$ cat config.mk
export PLATFORM = sky130hd
export DESIGN_NAME = a5_stream_ctrl_flat
export DESIGN_NICKNAME = d
export VERILOG_FILES = /design/src/rtl/a5_stream_ctrl_if.sv /design/src/rtl/a5_stream_ctrl.sv /design/src/flat_wrapper.sv
export SDC_FILE = /design/constraint.sdc
export NUM_CORES = 1
export LEC_CHECK = 0
export ABC_AREA = 1
export CORE_ASPECT_RATIO = 0.9
export CORE_UTILIZATION = 35
export DETAILED_ROUTE_END_ITERATION = 8
export PLACE_DENSITY = 0.63
export SETUP_SLACK_MARGIN = 0.02
export SLEW_MARGIN = 20
export SYNTH_ARGS = -nofsm -noshare
export SYNTH_HDL_FRONTEND = slang
export SYNTH_SLANG_ARGS = --single-unit
$ cat constraint.sdc
create_clock -name clk -period 4.89 [get_ports clk]
set_input_delay 1.467 -clock clk [delete_from_list [all_inputs] [get_ports clk]]
set_output_delay 1.467 -clock clk [all_outputs]
set_load 0.03 [all_outputs]
$ cat src/rtl/a5_stream_ctrl_if.sv
// rtl/a5_stream_ctrl_if.sv - byte stream handshake bundle for the A5/1 stream controller
interface a5_stream_ctrl_if #(
    parameter int BYTE_W = 8
);
    logic [BYTE_W-1:0] in_data;
    logic              in_valid;
    logic              in_ready;
    logic [BYTE_W-1:0] out_data;
    logic              out_valid;
    logic              out_ready;

    modport master (
        output in_data, in_valid, out_ready,
        input  in_ready, out_data, out_valid
    );

    modport slave (
        input  in_data, in_valid, out_ready,
        output in_ready, out_data, out_valid
    );
endinterface

$ cat src/rtl/a5_stream_ctrl.sv
// rtl/a5_stream_ctrl.sv - A5/1 load/warm-up sequencer and keystream byte combiner
module a5_stream_ctrl #(
    parameter int KEY_W   = 64,
    parameter int FRAME_W = 22,
    parameter int WARMUP  = 100,
    parameter int BYTE_W  = 8
) (
    input  logic               clk,
    input  logic               reset,
    input  logic               start,
    input  logic               stop,
    input  logic [KEY_W-1:0]   key,
    input  logic [FRAME_W-1:0] frame,
    output logic               lfsr_rst_n,
    output logic               shift_bit,
    output logic [2:0]         triggers,
    input  logic               x_tap,
    input  logic               y_tap,
    input  logic               z_tap,
    input  logic               x_out,
    input  logic               y_out,
    input  logic               z_out,
    a5_stream_ctrl_if.slave    strm,
    output logic               busy,
    output logic               ks_ready
);
    localparam int MAX_A = (KEY_W > FRAME_W) ? KEY_W : FRAME_W;
    localparam int MAX_B = (WARMUP > BYTE_W) ? WARMUP : BYTE_W;
    localparam int MAX_N = (MAX_A > MAX_B) ? MAX_A : MAX_B;
    localparam int CNT_W = $clog2(MAX_N);

    typedef enum logic [2:0] {
        S_IDLE, S_CLEAR, S_KEY, S_FRAME, S_WARM, S_RUN, S_GEN, S_HOLD
    } state_t;

    state_t              state;
    logic [CNT_W-1:0]    cnt;
    logic [KEY_W-1:0]    key_sr;
    logic [FRAME_W-1:0]  frame_sr;
    logic [BYTE_W-1:0]   data_sr;
    logic [BYTE_W-1:0]   out_data_q;
    logic                in_ready_q;
    logic                out_valid_q;
    logic                maj_m;
    logic [2:0]          maj_en;
    logic                ks_bit;

    // Majority enables follow this cycle's taps so the LFSRs step on the same edge.
    assign maj_m  = (x_tap & y_tap) | (x_tap & z_tap) | (y_tap & z_tap);
    assign maj_en = {~(x_tap ^ maj_m), ~(y_tap ^ maj_m), ~(z_tap ^ maj_m)};
    assign ks_bit = x_out ^ y_out ^ z_out;

    assign strm.in_ready  = in_ready_q;
    assign strm.out_valid = out_valid_q;
    assign strm.out_data  = out_data_q;

    always_comb begin
        triggers  = 3'b000;
        shift_bit = 1'b0;
        case (state)
            S_KEY: begin
                triggers  = 3'b111;
                shift_bit = key_sr[KEY_W-1];
            end
            S_FRAME: begin
                triggers  = 3'b111;
                shift_bit = frame_sr[FRAME_W-1];
            end
            S_WARM, S_GEN: triggers = maj_en;
            default: ;
        endcase
    end

    always_ff @(posedge clk) begin
        if (!reset) begin
            state       <= S_IDLE;
            cnt         <= '0;
            key_sr      <= '0;
            frame_sr    <= '0;
            data_sr     <= '0;
            out_data_q  <= '0;
            in_ready_q  <= 1'b0;
            out_valid_q <= 1'b0;
            lfsr_rst_n  <= 1'b1;
            busy        <= 1'b0;
            ks_ready    <= 1'b0;
        end else begin
            case (state)
                S_IDLE: if (start) begin
                    key_sr     <= key;
                    frame_sr   <= frame;
                    cnt        <= '0;
                    lfsr_rst_n <= 1'b0;
                    busy       <= 1'b1;
                    state      <= S_CLEAR;
                end
                S_CLEAR: begin
                    lfsr_rst_n <= 1'b1;
                    state      <= S_KEY;
                end
                S_KEY: begin
                    key_sr <= key_sr << 1;
                    if (cnt == CNT_W'(KEY_W - 1)) begin
                        cnt   <= '0;
                        state <= S_FRAME;
                    end else begin
                        cnt <= cnt + CNT_W'(1);
                    end
                end
                S_FRAME: begin
                    frame_sr <= frame_sr << 1;
                    if (cnt == CNT_W'(FRAME_W - 1)) begin
                        cnt   <= '0;
                        state <= S_WARM;
                    end else begin
                        cnt <= cnt + CNT_W'(1);
                    end
                end
                S_WARM: begin
                    if (cnt == CNT_W'(WARMUP - 1)) begin
                        cnt        <= '0;
                        busy       <= 1'b0;
                        ks_ready   <= 1'b1;
                        in_ready_q <= 1'b1;
                        state      <= S_RUN;
                    end else begin
                        cnt <= cnt + CNT_W'(1);
                    end
                end
                S_RUN: begin
                    // A word transfer wins over stop in the same cycle.
                    if (strm.in_valid && in_ready_q) begin
                        data_sr    <= strm.in_data;
                        cnt        <= '0;
                        in_ready_q <= 1'b0;
                        ks_ready   <= 1'b0;
                        busy       <= 1'b1;
                        state      <= S_GEN;
                    end else if (stop) begin
                        in_ready_q <= 1'b0;
                        ks_ready   <= 1'b0;
                        state      <= S_IDLE;
                    end
                end
                S_GEN: begin
                    // LSB-first: each result bit enters at the top, so bit 0 ends at position 0.
                    data_sr <= {ks_bit ^ data_sr[0], data_sr[BYTE_W-1:1]};
                    if (cnt == CNT_W'(BYTE_W - 1)) begin
                        cnt         <= '0;
                        out_data_q  <= {ks_bit ^ data_sr[0], data_sr[BYTE_W-1:1]};
                        out_valid_q <= 1'b1;
                        state       <= S_HOLD;
                    end else begin
                        cnt <= cnt + CNT_W'(1);
                    end
                end
                S_HOLD: if (strm.out_ready) begin
                    out_valid_q <= 1'b0;
                    busy        <= 1'b0;
                    ks_ready    <= 1'b1;
                    in_ready_q  <= 1'b1;
                    state       <= S_RUN;
                end
                default: state <= S_IDLE;
            endcase
        end
    end
endmodule

$ cat src/flat_wrapper.sv
// flat-port wrapper written by rule: the top's interface ports become plain ports
module a5_stream_ctrl_flat 
#(
    parameter int KEY_W   = 64,
    parameter int FRAME_W = 22,
    parameter int WARMUP  = 100,
    parameter int BYTE_W  = 8
)
  (clk, reset, start, stop, key, frame, lfsr_rst_n, shift_bit, triggers, x_tap, y_tap, z_tap, x_out, y_out, z_out, busy, ks_ready, strm_in_data, strm_in_valid, strm_out_ready, strm_in_ready, strm_out_data, strm_out_valid);
  a5_stream_ctrl_if #(.BYTE_W(BYTE_W)) strm_i ();
  input  logic clk;
  input  logic reset;
  input  logic start;
  input  logic stop;
  input  logic [KEY_W-1:0] key;
  input  logic [FRAME_W-1:0] frame;
  output logic lfsr_rst_n;
  output logic shift_bit;
  output logic [2:0] triggers;
  input  logic x_tap;
  input  logic y_tap;
  input  logic z_tap;
  input  logic x_out;
  input  logic y_out;
  input  logic z_out;
  output logic busy;
  output logic ks_ready;
  input wire logic [$bits(strm_i.in_data)-1:0] strm_in_data;
  input wire logic [$bits(strm_i.in_valid)-1:0] strm_in_valid;
  input wire logic [$bits(strm_i.out_ready)-1:0] strm_out_ready;
  output wire logic [$bits(strm_i.in_ready)-1:0] strm_in_ready;
  output wire logic [$bits(strm_i.out_data)-1:0] strm_out_data;
  output wire logic [$bits(strm_i.out_valid)-1:0] strm_out_valid;
  assign strm_i.in_data = strm_in_data;
  assign strm_i.in_valid = strm_in_valid;
  assign strm_i.out_ready = strm_out_ready;
  assign strm_in_ready = strm_i.in_ready;
  assign strm_out_data = strm_i.out_data;
  assign strm_out_valid = strm_i.out_valid;
  a5_stream_ctrl #(.KEY_W(KEY_W), .FRAME_W(FRAME_W), .WARMUP(WARMUP), .BYTE_W(BYTE_W)) u_core (.clk(clk), .reset(reset), .start(start), .stop(stop), .key(key), .frame(frame), .lfsr_rst_n(lfsr_rst_n), .shift_bit(shift_bit), .triggers(triggers), .x_tap(x_tap), .y_tap(y_tap), .z_tap(z_tap), .x_out(x_out), .y_out(y_out), .z_out(z_out), .strm(strm_i), .busy(busy), .ks_ready(ks_ready));
endmodule
==> flow_summary.json <==
{
  "run_status": "completed",
  "setup_viol": 0,
  "share_seq_of_total_power_pct": 37.2,
  "synthFlopType": "dfxtp_1",
  "layout-area-overhead-vs-synth_pct": 36.88,
  "finish.cell_count_without_fillers": 1024,
  "crit_slowest_cell": "clkdlybuf4s50_1",
  "io_buffer_count": 122,
  "post_synth.cell_area_avg_sq_um": 7.153,
  "grt_max_degree": 73,
  "max_slew.worst_pin.slew_ns": 0.6817,
  "synth.ff_latch_count": 116,
  "via_count": 4985,
  "post_synth_main_area_contributors": "dfxtp_1 (45%), nand2_1 (19%), a31oi_1 (11%)",
  "power_frac_comb_pct": 29.3,
  "timing.final.max_slew_violations": 0,
  "cts.path.max_buffers": 2,
  "ports_placed_on_the_boundary": 123,
  "max_cap_violations": 0,
  "powerDensity_nw_per_um2": 537.8,
  "first_iter_violations": 321,
  "power.share.switching_pct": 35.07,
  "initial_core_util_pct": 36.24,
  "floorplan.die.height_microns": 117.1,
  "die_area_sq_um": 15200,
  "cts_root_buf": "clkbuf_16",
  "grt_pass1_wl_mm": 21.67,
  "layout-drive-gt1-share_pct": 6.017,
  "global_route.usage.total_pct": 18.43,
  "timing.critical_path.to_type": "output port",
  "seq_area_frac_synth_pct": 45.09,
  "ir_drop_uv": 375.2,
  "post_synth_inst_count": 720,
  "cell_occurring_most_often_along_the_worst_timing_path": "clkdlybuf4s50_1",
  "critical_path.max_stage_delay_ns": 0.69,
  "cp_data_required_time_ns": 3.42,
  "detailed_placer_s_ending_hpwl_mm": 8.462,
  "grt_antenna_before_repair": 0,
  "synth_top_family_by_area": "simple AND/OR/NAND/NOR gates",
  "cts.reportedPaths.clkPinSlew_ns": 0.05,
  "synth.largest_area_cell": "dfxtp_1",
  "finish.utilization_pct": 49.61,
  "ys.warnings.count": 0,
  "layout_commonest_cell": "nand2_1",
  "number_of_global_route_vias_before_repair": 4433,
  "final_hold_viol_count": 0,
  "viasPerCell": 4.868,
  "route.detailed.drc": 0,
  "period_needed_ns": 4.809,
  "mostFrequentLayoutCells": "nand2_1 (267), clkdlybuf4s50_1 (119), dfxtp_1 (116)",
  "drt_pre_antenna_iters": 5,
  "critical_path.startpoint_type": "input port",
  "timing.hold.worst.class": "register to register",
  "crit_path_cell_trace": "clkdlybuf4s50_1 > maj3_1 > xor2_1 > o21ai_0 > clkdlybuf4s50_1",
  "finClkSkew_ns": 0.007030,
  "clock_tree.htree_level_count": 4,
  "power_leakage_nw": 2.759,
  "design.core.area_sq_um": 14210,
  "cts_sinks": 116,
  "setup_repair_after_global_routing_missed_its_margin": "no",
  "chipWidth_microns": 129.9,
  "postCtsSetupRepairBufs": 0,
  "grt_overflow_total": 0,
  "syn_nets": 828,
  "fmaxAchievable_ghz": 0.2080,
  "worst-path-max-fanout": 3,
  "row_count": 41,
  "synth_mux_area_share_pct": 0,
  "cts_tree": "built",
  "synth-edff-count": 0,
  "p_switching_mw": 1.330,
  "drtAntennaViolNets": 0,
  "synthesized_area_sq_um": 5150,
  "place_congestion": 0.8786,
  "final_worst_path_cycle_share_pct": 98.33,
  "yosys.cell_types.count": 30,
  "diodes": 0,
  "finalSetupTns_ns": 0,
  "numCtsBuffers": 17,
  "placed_cells": 992,
  "layout.filler_cells": 1430,
  "yosys.area_share.adder_pct": 0.6803,
  "clock_latency_late_sink_ns": 0.41,
  "avgRoutedWirePerCell_microns": 13.05,
  "fraction_of_synthesized_cell_area_in_xor_and_xnor_cells_pct": 1.361,
  "synth_async_sr_flop_share_pct": 0,
  "post_synth_and_or_nand_nor_area_fraction_pct": 24.15,
  "worstPathBufferInverterCount": 2,
  "synth-compound-area-share_pct": 22.06,
  "clock_power_share_pct": 33.5,
  "arrival_ns": 3.34,
  "cp_top_family": "buffers and inverters",
  "finalWirelength_mm": 13.37,
  "nets": 926,
  "cell_internal_pwr_mw": 2.461,
  "setup.worst_path.class": "input port to output port",
  "slew-limit-headroom_pct": 54.55,
  "post-synth-top-area-fraction_pct": 45.09
}
[worst paths after layout]
check / start / endpoint / slack, ns / cells past startpoint
min: u_core.frame_sr[21] / u_core.frame_sr[21] / 0.45 / 2
min reg2reg: u_core.frame_sr[21] / u_core.frame_sr[21] / 0.45 / 2
max reg2reg: u_core.state[2] / u_core.key_sr[25] / 2.20 / 9
max: z_tap / triggers[0] / 0.08 / 5
[timing repair]
action / in CTS / in global routing
endpoints found under the hold margin: 0 / 0
gates resized for setup: 0 / 2
setup endpoints to repair: 0 / 2
hold buffers: 0 / 0
[layer usage]
layer  vias up  GRT usage (%)  wire, microns
met4         0          6.744             77
li1       2628              -              -
met3         7          5.227            782
met1      2222          25.94           6884
met5         -              0              0
met2       128          26.67           5619
[through the flow]
stage | hold slack (ns) | setup slack [ns] | instance area, sq um | power (mW)
after floorplan | 0.4257 | 0.7027 | 5150 | 2.231
after global placement | 0.4366 | 0.1114 | 6437 | 2.529
after detailed placement | 0.4431 | 0.04517 | 6437 | 2.539
after CTS | 0.4526 | 0.04516 | 7044 | 3.831
after global routing | 0.4710 | 0.04054 | 7049 | 4.059
final | 0.4471 | 0.08144 | 7049 | 3.791
[power groups by stage]
stage | Clock (mW) | Combinational [mW] | Sequential, mW
after floorplan | 0 | 0.831 | 1.40
after global placement | 0 | 1.11 | 1.42
after detailed placement | 0 | 1.12 | 1.42
after CTS | 1.30 | 1.12 | 1.41
after global routing | 1.35 | 1.26 | 1.45
final | 1.27 | 1.11 | 1.41
[synthesized netlist by cell type, types with 2 or more instances]
cell,instances
a21oi_1,24
a31oi_1,92
buf_1,2
buf_2,28
buf_4,3
clkbuf_1,15
dfxtp_1,116
ha_1,2
inv_1,23
inv_2,4
nand2_1,267
nand3_1,14
nor2_1,25
nor2_4,2
o21ai_0,76
o21ai_1,7
xnor2_1,3
xor2_1,5
[logic make-up (layout without fill, tap and decap cells)]
group / Yosys count / after routing
flops: 116 / 116
compound gates: 202 / 202
simple gates: 314 / 314
fa+ha+maj: 3 / 3
buf+inv: 77 / 188
xor+xnor: 8 / 8
[tightest hold or removal path, cell delays in order (launching register included)]
cell	delay [ns]
dfxtp_1	0.29
inv_1	0.05
a21oi_1	0.05
[sequential cells by signal, summed over array words and instances (netlist names)]
register and cells:
u_core.key_sr 64, u_core.cnt 7, u_core.ks_ready 1, u_core.busy 1, u_core.lfsr_rst_n 1, u_core.strm.out_data 8, u_core.data_sr 8, u_core.strm.out_valid 1
u_core.state 3, u_core.frame_sr 22
[cell type report]
type	count	area, sq um	share of cell area (%)
Clock buffer	17	425.4	6.035
Clock inverter	15	181.4	2.574
Inverter	28	105.1	1.491
Multi-Input combinational cell	527	2495	35.39
Sequential cell	116	2322	32.94
Tap cell	193	241.5	3.426
Timing Repair Buffer	128	1279	18.14
No activity file was read; power rests on OpenSTA's default activity.
